[src/rtl/oob_ctrl.sv]
`default_nettype none
// ============================================================================
//  Module   : oob_ctrl
//  Purpose  : Upstream supervisor of the SATA OOB unit. Issues oob_start,
//             grants device-initiated COMINIT, retries failed OOB attempts
//             after a back-off, filters link loss and runs the TX PCS
//             recalibration handshake towards the GTX.
//  Revision : 1.0  initial release
// ============================================================================
module oob_ctrl #(
    parameter int RETRY_WAIT     = 20000,
    parameter int MAX_RETRIES    = 8,
    parameter int PCS_RST_CYCLES = 8,
    parameter int PCS_RST_TMO    = 4096,
    parameter int LINKDOWN_FILT  = 16
) (
    input  logic       clk,
    input  logic       rst_n,
    input  logic       enable_i,
    output logic       oob_start_o,
    input  logic       oob_busy_i,
    input  logic       oob_done_i,
    input  logic       oob_error_i,
    input  logic       oob_silence_i,
    input  logic       oob_incompatible_i,
    input  logic       link_up_i,
    input  logic       link_down_i,
    input  logic       cominit_req_i,
    output logic       cominit_allow_o,
    input  logic       txpcsreset_req_i,
    output logic       txpcsreset_o,
    input  logic       txresetdone_i,
    output logic       recal_tx_done_o,
    output logic       phy_ready_o,
    output logic [3:0] retry_cnt_o,
    output logic       gave_up_o
);

    // Main FSM encoding
    localparam logic [2:0] S_IDLE      = 3'd0;
    localparam logic [2:0] S_START     = 3'd1;
    localparam logic [2:0] S_WAIT_OOB  = 3'd2;
    localparam logic [2:0] S_WAIT_LINK = 3'd3;
    localparam logic [2:0] S_LINK      = 3'd4;
    localparam logic [2:0] S_BACKOFF   = 3'd5;
    localparam logic [2:0] S_FAIL      = 3'd6;

    // PCS recalibration FSM encoding
    localparam logic [1:0] PR_IDLE  = 2'd0;
    localparam logic [1:0] PR_PULSE = 2'd1;
    localparam logic [1:0] PR_WAIT  = 2'd2;
    localparam logic [1:0] PR_HOLD  = 2'd3;

    // One timer serves both the back-off and the 256-cycle link-up window
    localparam int TMR_MAX = (RETRY_WAIT > 256) ? RETRY_WAIT : 256;
    localparam int TMR_W   = $clog2(TMR_MAX);
    localparam logic [TMR_W-1:0] BACKOFF_LAST = TMR_W'(RETRY_WAIT - 1);
    localparam logic [TMR_W-1:0] LINKUP_LAST  = TMR_W'(255);

    localparam int LD_W = $clog2(LINKDOWN_FILT + 1);
    localparam logic [LD_W-1:0] LD_LAST = LD_W'(LINKDOWN_FILT - 1);

    localparam int PCS_MAX = (PCS_RST_CYCLES > PCS_RST_TMO) ? PCS_RST_CYCLES : PCS_RST_TMO;
    localparam int PCNT_W  = $clog2(PCS_MAX + 1);
    localparam logic [PCNT_W-1:0] PULSE_LAST = PCNT_W'(PCS_RST_CYCLES - 1);
    localparam logic [PCNT_W-1:0] TMO_LAST   = PCNT_W'(PCS_RST_TMO - 1);

    localparam logic [3:0] RETRY_LIMIT = 4'(MAX_RETRIES);

    logic [2:0]        state_q, state_d;
    logic [TMR_W-1:0]  tmr_q, tmr_d;
    logic [3:0]        retry_q, retry_d;
    logic [LD_W-1:0]   ld_q, ld_d;
    logic              start_q, start_d;
    logic              allow_q, allow_d;
    logic              phy_q, phy_d;
    logic              gave_q, gave_d;

    logic [1:0]        pr_q, pr_d;
    logic [PCNT_W-1:0] pcnt_q, pcnt_d;
    logic              req_q;
    logic              abort_q, abort_d;
    logic              pcsrst_q, pcsrst_d;
    logic              recal_q, recal_d;

    logic              oob_fail;
    logic [3:0]        retry_inc;

    assign oob_fail  = oob_error_i | oob_silence_i | oob_incompatible_i;
    assign retry_inc = (retry_q == 4'hF) ? retry_q : retry_q + 4'd1;

    // Main FSM state, counters and registered outputs
    always_ff @(posedge clk or negedge rst_n) begin
        if (!rst_n) begin
            state_q <= S_IDLE;
            tmr_q   <= '0;
            retry_q <= '0;
            ld_q    <= '0;
            start_q <= 1'b0;
            allow_q <= 1'b0;
            phy_q   <= 1'b0;
            gave_q  <= 1'b0;
        end else begin
            state_q <= state_d;
            tmr_q   <= tmr_d;
            retry_q <= retry_d;
            ld_q    <= ld_d;
            start_q <= start_d;
            allow_q <= allow_d;
            phy_q   <= phy_d;
            gave_q  <= gave_d;
        end
    end

    // Main FSM next state and retry accounting
    always_comb begin
        state_d = state_q;
        retry_d = retry_q;
        case (state_q)
            S_IDLE: begin
                if (enable_i) state_d = cominit_req_i ? S_WAIT_OOB : S_START;
            end
            S_START: begin
                if (!enable_i)        state_d = S_IDLE;
                else if (!oob_busy_i) state_d = S_WAIT_OOB;
            end
            S_WAIT_OOB: begin
                // A failure indication wins over a simultaneous oob_done
                if (oob_fail) begin
                    retry_d = retry_inc;
                    state_d = enable_i ? S_BACKOFF : S_IDLE;
                end else if (oob_done_i) begin
                    state_d = enable_i ? S_WAIT_LINK : S_IDLE;
                end
            end
            S_WAIT_LINK: begin
                if (!enable_i) begin
                    state_d = S_IDLE;
                end else if (link_up_i) begin
                    state_d = S_LINK;
                    retry_d = '0;
                end else if (tmr_q == LINKUP_LAST) begin
                    state_d = S_BACKOFF;
                    retry_d = retry_inc;
                end
            end
            S_LINK: begin
                if (!enable_i)                            state_d = S_IDLE;
                else if (cominit_req_i)                   state_d = S_WAIT_OOB;
                else if (link_down_i && (ld_q == LD_LAST)) state_d = S_BACKOFF;
            end
            S_BACKOFF: begin
                if (!enable_i)              state_d = S_IDLE;
                else if (cominit_req_i)     state_d = S_WAIT_OOB;
                else if (tmr_q == BACKOFF_LAST)
                    state_d = (retry_q == RETRY_LIMIT) ? S_FAIL : S_START;
            end
            S_FAIL: begin
                if (!enable_i) state_d = S_IDLE;
            end
            default: state_d = S_IDLE;
        endcase
        if (state_d == S_IDLE) retry_d = '0;
    end

    // Main FSM outputs: WAIT_OOB entered from START is our own attempt, any other entry is a COMINIT grant
    always_comb begin
        start_d = (state_q == S_START) && (state_d == S_WAIT_OOB);
        allow_d = (state_d == S_WAIT_OOB) && (state_q != S_START) && (state_q != S_WAIT_OOB);
        phy_d   = (state_d == S_LINK);
        gave_d  = (state_d == S_FAIL);
        tmr_d   = (state_d != state_q) ? '0 : tmr_q + 1'b1;
        ld_d    = ((state_q == S_LINK) && link_down_i) ? ld_q + 1'b1 : '0;
    end

    // PCS FSM state and registered outputs
    always_ff @(posedge clk or negedge rst_n) begin
        if (!rst_n) begin
            pr_q     <= PR_IDLE;
            pcnt_q   <= '0;
            req_q    <= 1'b0;
            abort_q  <= 1'b0;
            pcsrst_q <= 1'b0;
            recal_q  <= 1'b0;
        end else begin
            pr_q     <= pr_d;
            pcnt_q   <= pcnt_d;
            req_q    <= txpcsreset_req_i;
            abort_q  <= abort_d;
            pcsrst_q <= pcsrst_d;
            recal_q  <= recal_d;
        end
    end

    // PCS FSM next state; a request dropped mid-pulse still completes the pulse
    always_comb begin
        pr_d    = pr_q;
        abort_d = abort_q;
        case (pr_q)
            PR_IDLE: begin
                abort_d = 1'b0;
                if (txpcsreset_req_i && !req_q) pr_d = PR_PULSE;
            end
            PR_PULSE: begin
                if (!txpcsreset_req_i) abort_d = 1'b1;
                if (pcnt_q == PULSE_LAST)
                    pr_d = (abort_q || !txpcsreset_req_i) ? PR_IDLE : PR_WAIT;
            end
            PR_WAIT: begin
                if (!txpcsreset_req_i)                    pr_d = PR_IDLE;
                else if (txresetdone_i || pcnt_q == TMO_LAST) pr_d = PR_HOLD;
            end
            PR_HOLD: begin
                if (!txpcsreset_req_i) pr_d = PR_IDLE;
            end
            default: pr_d = PR_IDLE;
        endcase
    end

    // PCS FSM outputs and cycle counter
    always_comb begin
        pcnt_d   = (pr_d != pr_q) ? '0 : pcnt_q + 1'b1;
        pcsrst_d = (pr_d == PR_PULSE);
        recal_d  = (pr_q == PR_WAIT) && txpcsreset_req_i && txresetdone_i;
    end

    assign oob_start_o     = start_q;
    assign cominit_allow_o = allow_q;
    assign phy_ready_o     = phy_q;
    assign gave_up_o       = gave_q;
    assign retry_cnt_o     = retry_q;
    assign txpcsreset_o    = pcsrst_q;
    assign recal_tx_done_o = recal_q;

endmodule
`default_nettype wire

[config.mk]
export PLATFORM = sky130hd
export DESIGN_NAME = oob_ctrl
export DESIGN_NICKNAME = d
export VERILOG_FILES = /design/src/rtl/oob_ctrl.sv
export SDC_FILE = /design/constraint.sdc
export NUM_CORES = 1
export LEC_CHECK = 0
export CORE_UTILIZATION = 57
export DETAILED_ROUTE_END_ITERATION = 16
export PLACE_DENSITY = 0.79
export RECOVER_POWER = 100
export SYNTH_ARGS = -nofsm -noshare
export SYNTH_HDL_FRONTEND = slang
export SYNTH_SLANG_ARGS = --single-unit
export TNS_END_PERCENT = 1
[constraint.sdc]
create_clock -name clk -period 3.2 [get_ports clk]
set_input_delay 0.32 -clock clk [delete_from_list [all_inputs] [get_ports clk]]
set_output_delay 0.32 -clock clk [all_outputs]
set_load 0.03 [all_outputs]
==> reports/qor.csv <==
stage,metric,value,unit
placement,placed insts,340,
timing,setup ws final,0.655,ns
setup_path,Crit path max-delay family,simple AND/OR/NAND/NOR gates,
detailed_routing,vias,2000,
setup_path,Crit Reg-Reg Startpoint,tmr_q[0],
global_routing,number of global-route vias before repair,1959,
timing,RSZ-0062 raised after global routing,false,
power_and_ir_drop,sequential power share,46.9,%
setup_path,R2R Setup Slk,0.65,ns
cells_and_area,Filler cells,352,
setup_path,Reg2Reg Depth,7,
detailed_routing,vias per cell,5.75,
cts,clock tree buffer depth,2,
synthesis,post-synthesis compound-gate area fraction,8.12,%
synthesis,multiplexer area fraction after synthesis,1.61,%
floorplan,Starting Density,59.1,%
cts,cts repair resizes,0,
setup_path,worst path cell trace,ha_1 > and4_1 > and4_1 > mux2_2 > a211o_1 > nor3_1 > nor3_1,
setup_path,CP startpoint kind,register,
placement,gpl congestion,0.896,
floorplan,num ports,23,
floorplan,CORE AREA,4350,sq um
synthesis,largest family of logic cells by synthesized area,simple AND/OR/NAND/NOR gates,
floorplan,# rows,24,
worst_hold_path,HP Class,input pin to asynchronous set/reset pin,
cells_and_area,P&R area growth vs syn,13.9,%
synthesis,Yosys reg bits,50,
global_routing,GR Overflow Total,0,
cts,root buffer cell,clkbuf_8,
setup_path,CP startpoint,tmr_q[0],
synthesis,Simple-Gate Fraction of Synth Area,26.8,%
synthesis,cell count after synthesis,271,
timing,hold slack,0.413,ns
synthesis,Post-Syn Area per Cell,9.49,sq um
detailed_routing,DR WL/cell,13.7,um
global_routing,first-pass GRT wire length,8270,um
setup_path,CP arrival,2.71,ns
synthesis,Post-synth EDFFs,0,
floorplan,die width,69.2,um
power_and_ir_drop,Switching Fraction,36.7,%
power_and_ir_drop,Lkg Pwr,1.34,nW
cts,TritonCTS clock tree,done,
synthesis,Yosys warning total,0,
cts,Clock Pin Slew Worst Setup and Hold Paths,0.08,ns
detailed_routing,Routed Antenna Nets,0,
cts,CTS Hold Bufs,0,
status,failing checks,"max-capacitance violations, max-slew violations",
floorplan,die area,4790,sq um
cts,worst skew pair latency,0.30,ns
setup_path,"Worst Path Class, Setup",register to register,
detailed_routing,Residual DRC,0,
setup_path,Worst path max stage delay,0.43,ns
timing,final setup fails,0,
detailed_routing,drt pass-1 iters,5,
cells_and_area,Nets,314,
timing,Final Max Tran Viols,32,
setup_path,critical path endpoint category,register,
setup_path,CP Buf/Inv Count,0,
cells_and_area,FF+latch area,1250,sq um
global_routing,pin count of the biggest net entering global routing,32,
setup_path,Critical Path RT,3.37,ns
timing,fmax,393,MHz
synthesis,Synth Area in XOR/XNOR,9.19,%
status,status,"finished, violations left",
cts,CTS H-tree lvls,2,
synthesis,Synth Cell Area,2570,sq um
setup_path,worst flop-to-flop path endpoint,retry_cnt_o[0],
synthesis,register area share after synthesis,48.6,%
detailed_routing,WL final,4760,um
floorplan,Die H,69.2,um
timing,transition time of the tightest slew-check pin,1.61,ns
power_and_ir_drop,Pwr Density,678,nW/um^2
power_and_ir_drop,Net Sw Power,728,uW
run,max-cap violations,1,
power_and_ir_drop,P_int,1.26,mW
placement,Detailed Place HPWL,3380,um
power_and_ir_drop,Total Power,1.99,mW
synthesis,Synth Area in Adders,2.92,%
power_and_ir_drop,VDD IR max,0.478,mV
cells_and_area,multi-input logic area,1250,sq um
timing,clk_skew,0.00614,ns
timing,Setup TNS,0,ns
power_and_ir_drop,Combinational Power Share,31.6,%
global_routing,initial antenna violation count,0,
placement,port buffer count,22,
synthesis,Mapped Nets,290,
placement,Post-Place Setup Slack,0.545,ns
power_and_ir_drop,Clk pwr share,21.5,%
setup_path,largest fanout on the critical path,5,
cts,CTS sink cnt,50,
timing,Final Hold Vio Count,0,
synthesis,top_reg_cell synth,dfrtp_1,
cts,Num CTS Buffers,5,
setup_path,CP max-delay cell,nor3_1,
cells_and_area,final cell count without fillers,348,
global_routing,all-layer global routing usage,21.3,%
cells_and_area,layout cell share with drive strength beyond 1,2.36,%
timing,final period utilization,79.5,%
cells_and_area,ANT cells,0,
cts,postcts setup bufs,0,
timing,Final Critical Period,2.55,ns
synthesis,Netlist cell types,46,
synthesis,async set-reset flop share out of synthesis,100,%
timing,Slew HR,-7.52,%
detailed_routing,DRT iter0 DRCs,142,
## Yosys cell counts (2+ instances only)
cell | number | area share, %
and2_1 | 3 | 0.73
nand2_1 | 21 | 3.1
xnor2_1 | 12 | 4.1
o2111ai_1 | 2 | 0.68
a2111o_1 | 2 | 0.88
ha_1 | 6 | 2.9
nor4_1 | 3 | 0.73
nor2_1 | 49 | 7.1
nand4_1 | 5 | 1.2
mux2i_1 | 3 | 1.2
and4_1 | 2 | 0.68
a21oi_1 | 8 | 1.6
and3_1 | 14 | 3.4
o22ai_1 | 2 | 0.49
clkbuf_1 | 3 | 0.44
nand2b_1 | 9 | 2.2
nand3_1 | 12 | 2.3
a31oi_1 | 2 | 0.49
xor2_1 | 15 | 5.1
nor4b_1 | 3 | 1.0
nor3_1 | 9 | 1.8
dfrtp_1 | 50 | 49
buf_2 | 2 | 0.39
nor2b_1 | 2 | 0.49
or3_1 | 2 | 0.49
inv_1 | 10 | 1.5
## layout by cell type (no fill, tap or decap), types with 3 or more instances in the layout
master,n
nand4_1,5
dfrtp_1,50
clkdlybuf4s50_1,10
nor4_1,3
nand2b_1,9
dlygate4sd3_1,11
nor3_1,9
xor2_1,15
ha_1,6
a21oi_1,8
and3_1,14
nand3_1,12
mux2i_1,3
clkbuf_8,5
nor4b_1,3
and2_1,3
nand2_1,21
xnor2_1,12
inv_1,10
nor2_1,49
clkbuf_1,4
## stage by stage
step	utilization, %	cell area (sq um)
after global placement	64.9	2830
after global routing	67.3	2930
final	67.3	2930
after floorplan	-	2570
after CTS	67.4	2930
after detailed placement	64.9	2830
## cells by family after synthesis
family          after synthesis
flops                        50
mux                           4
fa+ha+maj                     6
simple gates                139
buf+inv                      16
compound gates               29
xor+xnor                     27
## registers in the layout, summed over array words and instances (netlist names)
register,count
ld_q,5
pr_q,2
txpcsreset_o,1
req_q,1
gave_up_o,1
pcnt_q,13
cominit_allow_o,1
abort_q,1
oob_start_o,1
recal_tx_done_o,1
state_q,3
phy_ready_o,1
tmr_q,15
retry_cnt_o,4
## metal layers
layer	global-route usage [%]	vias to the layer above	wire (um)
li1	-	987	-
met5	0	-	0
met3	4.36	9	238
met4	8.39	0	76
met2	36.1	66	2240
met1	26.8	938	2200
## worst reg2reg max path, delay by kind of cell, from the launching register on
family,cells,cell delay [ns]
AND/OR/NAND/NOR,4,1.11
flip-flops,1,0.39
multiplexers,1,0.35
AO/OA/AOI/OAI,1,0.35
adder cells (fa/ha/maj),1,0.22
## area by class of cell
class / count / area share (%)
clock buffer: 7 / 2.61
sequential: 50 / 42.7
clock inverter: 1 / 1.03
tap: 52 / 2.22
timing repair buffer: 23 / 7.43
multi-input combinational: 205 / 42.7
inverter: 10 / 1.28
## worst max-delay path by stage
stage,end,slack [ns],cells past startpoint
3_5_place_dp,tmr_q[7],0.54,7
6_report,retry_cnt_o[0],0.65,7
2_1_floorplan,retry_cnt_o[0],0.96,7
4_1_cts,tmr_q[11],0.67,9
3_3_place_gp,tmr_q[6],0.55,7
5_1_grt,retry_cnt_o[0],0.44,7
## power groups by stage
stage	registers, mW	clock network (mW)	logic [mW]
after detailed placement	0.940	0	0.636
after global routing	0.956	0.459	0.703
after global placement	0.938	0	0.626
after CTS	0.931	0.441	0.638
final	0.932	0.426	0.628
after floorplan	0.918	0	0.494
Note: power is estimated with default switching activity, not from simulation.
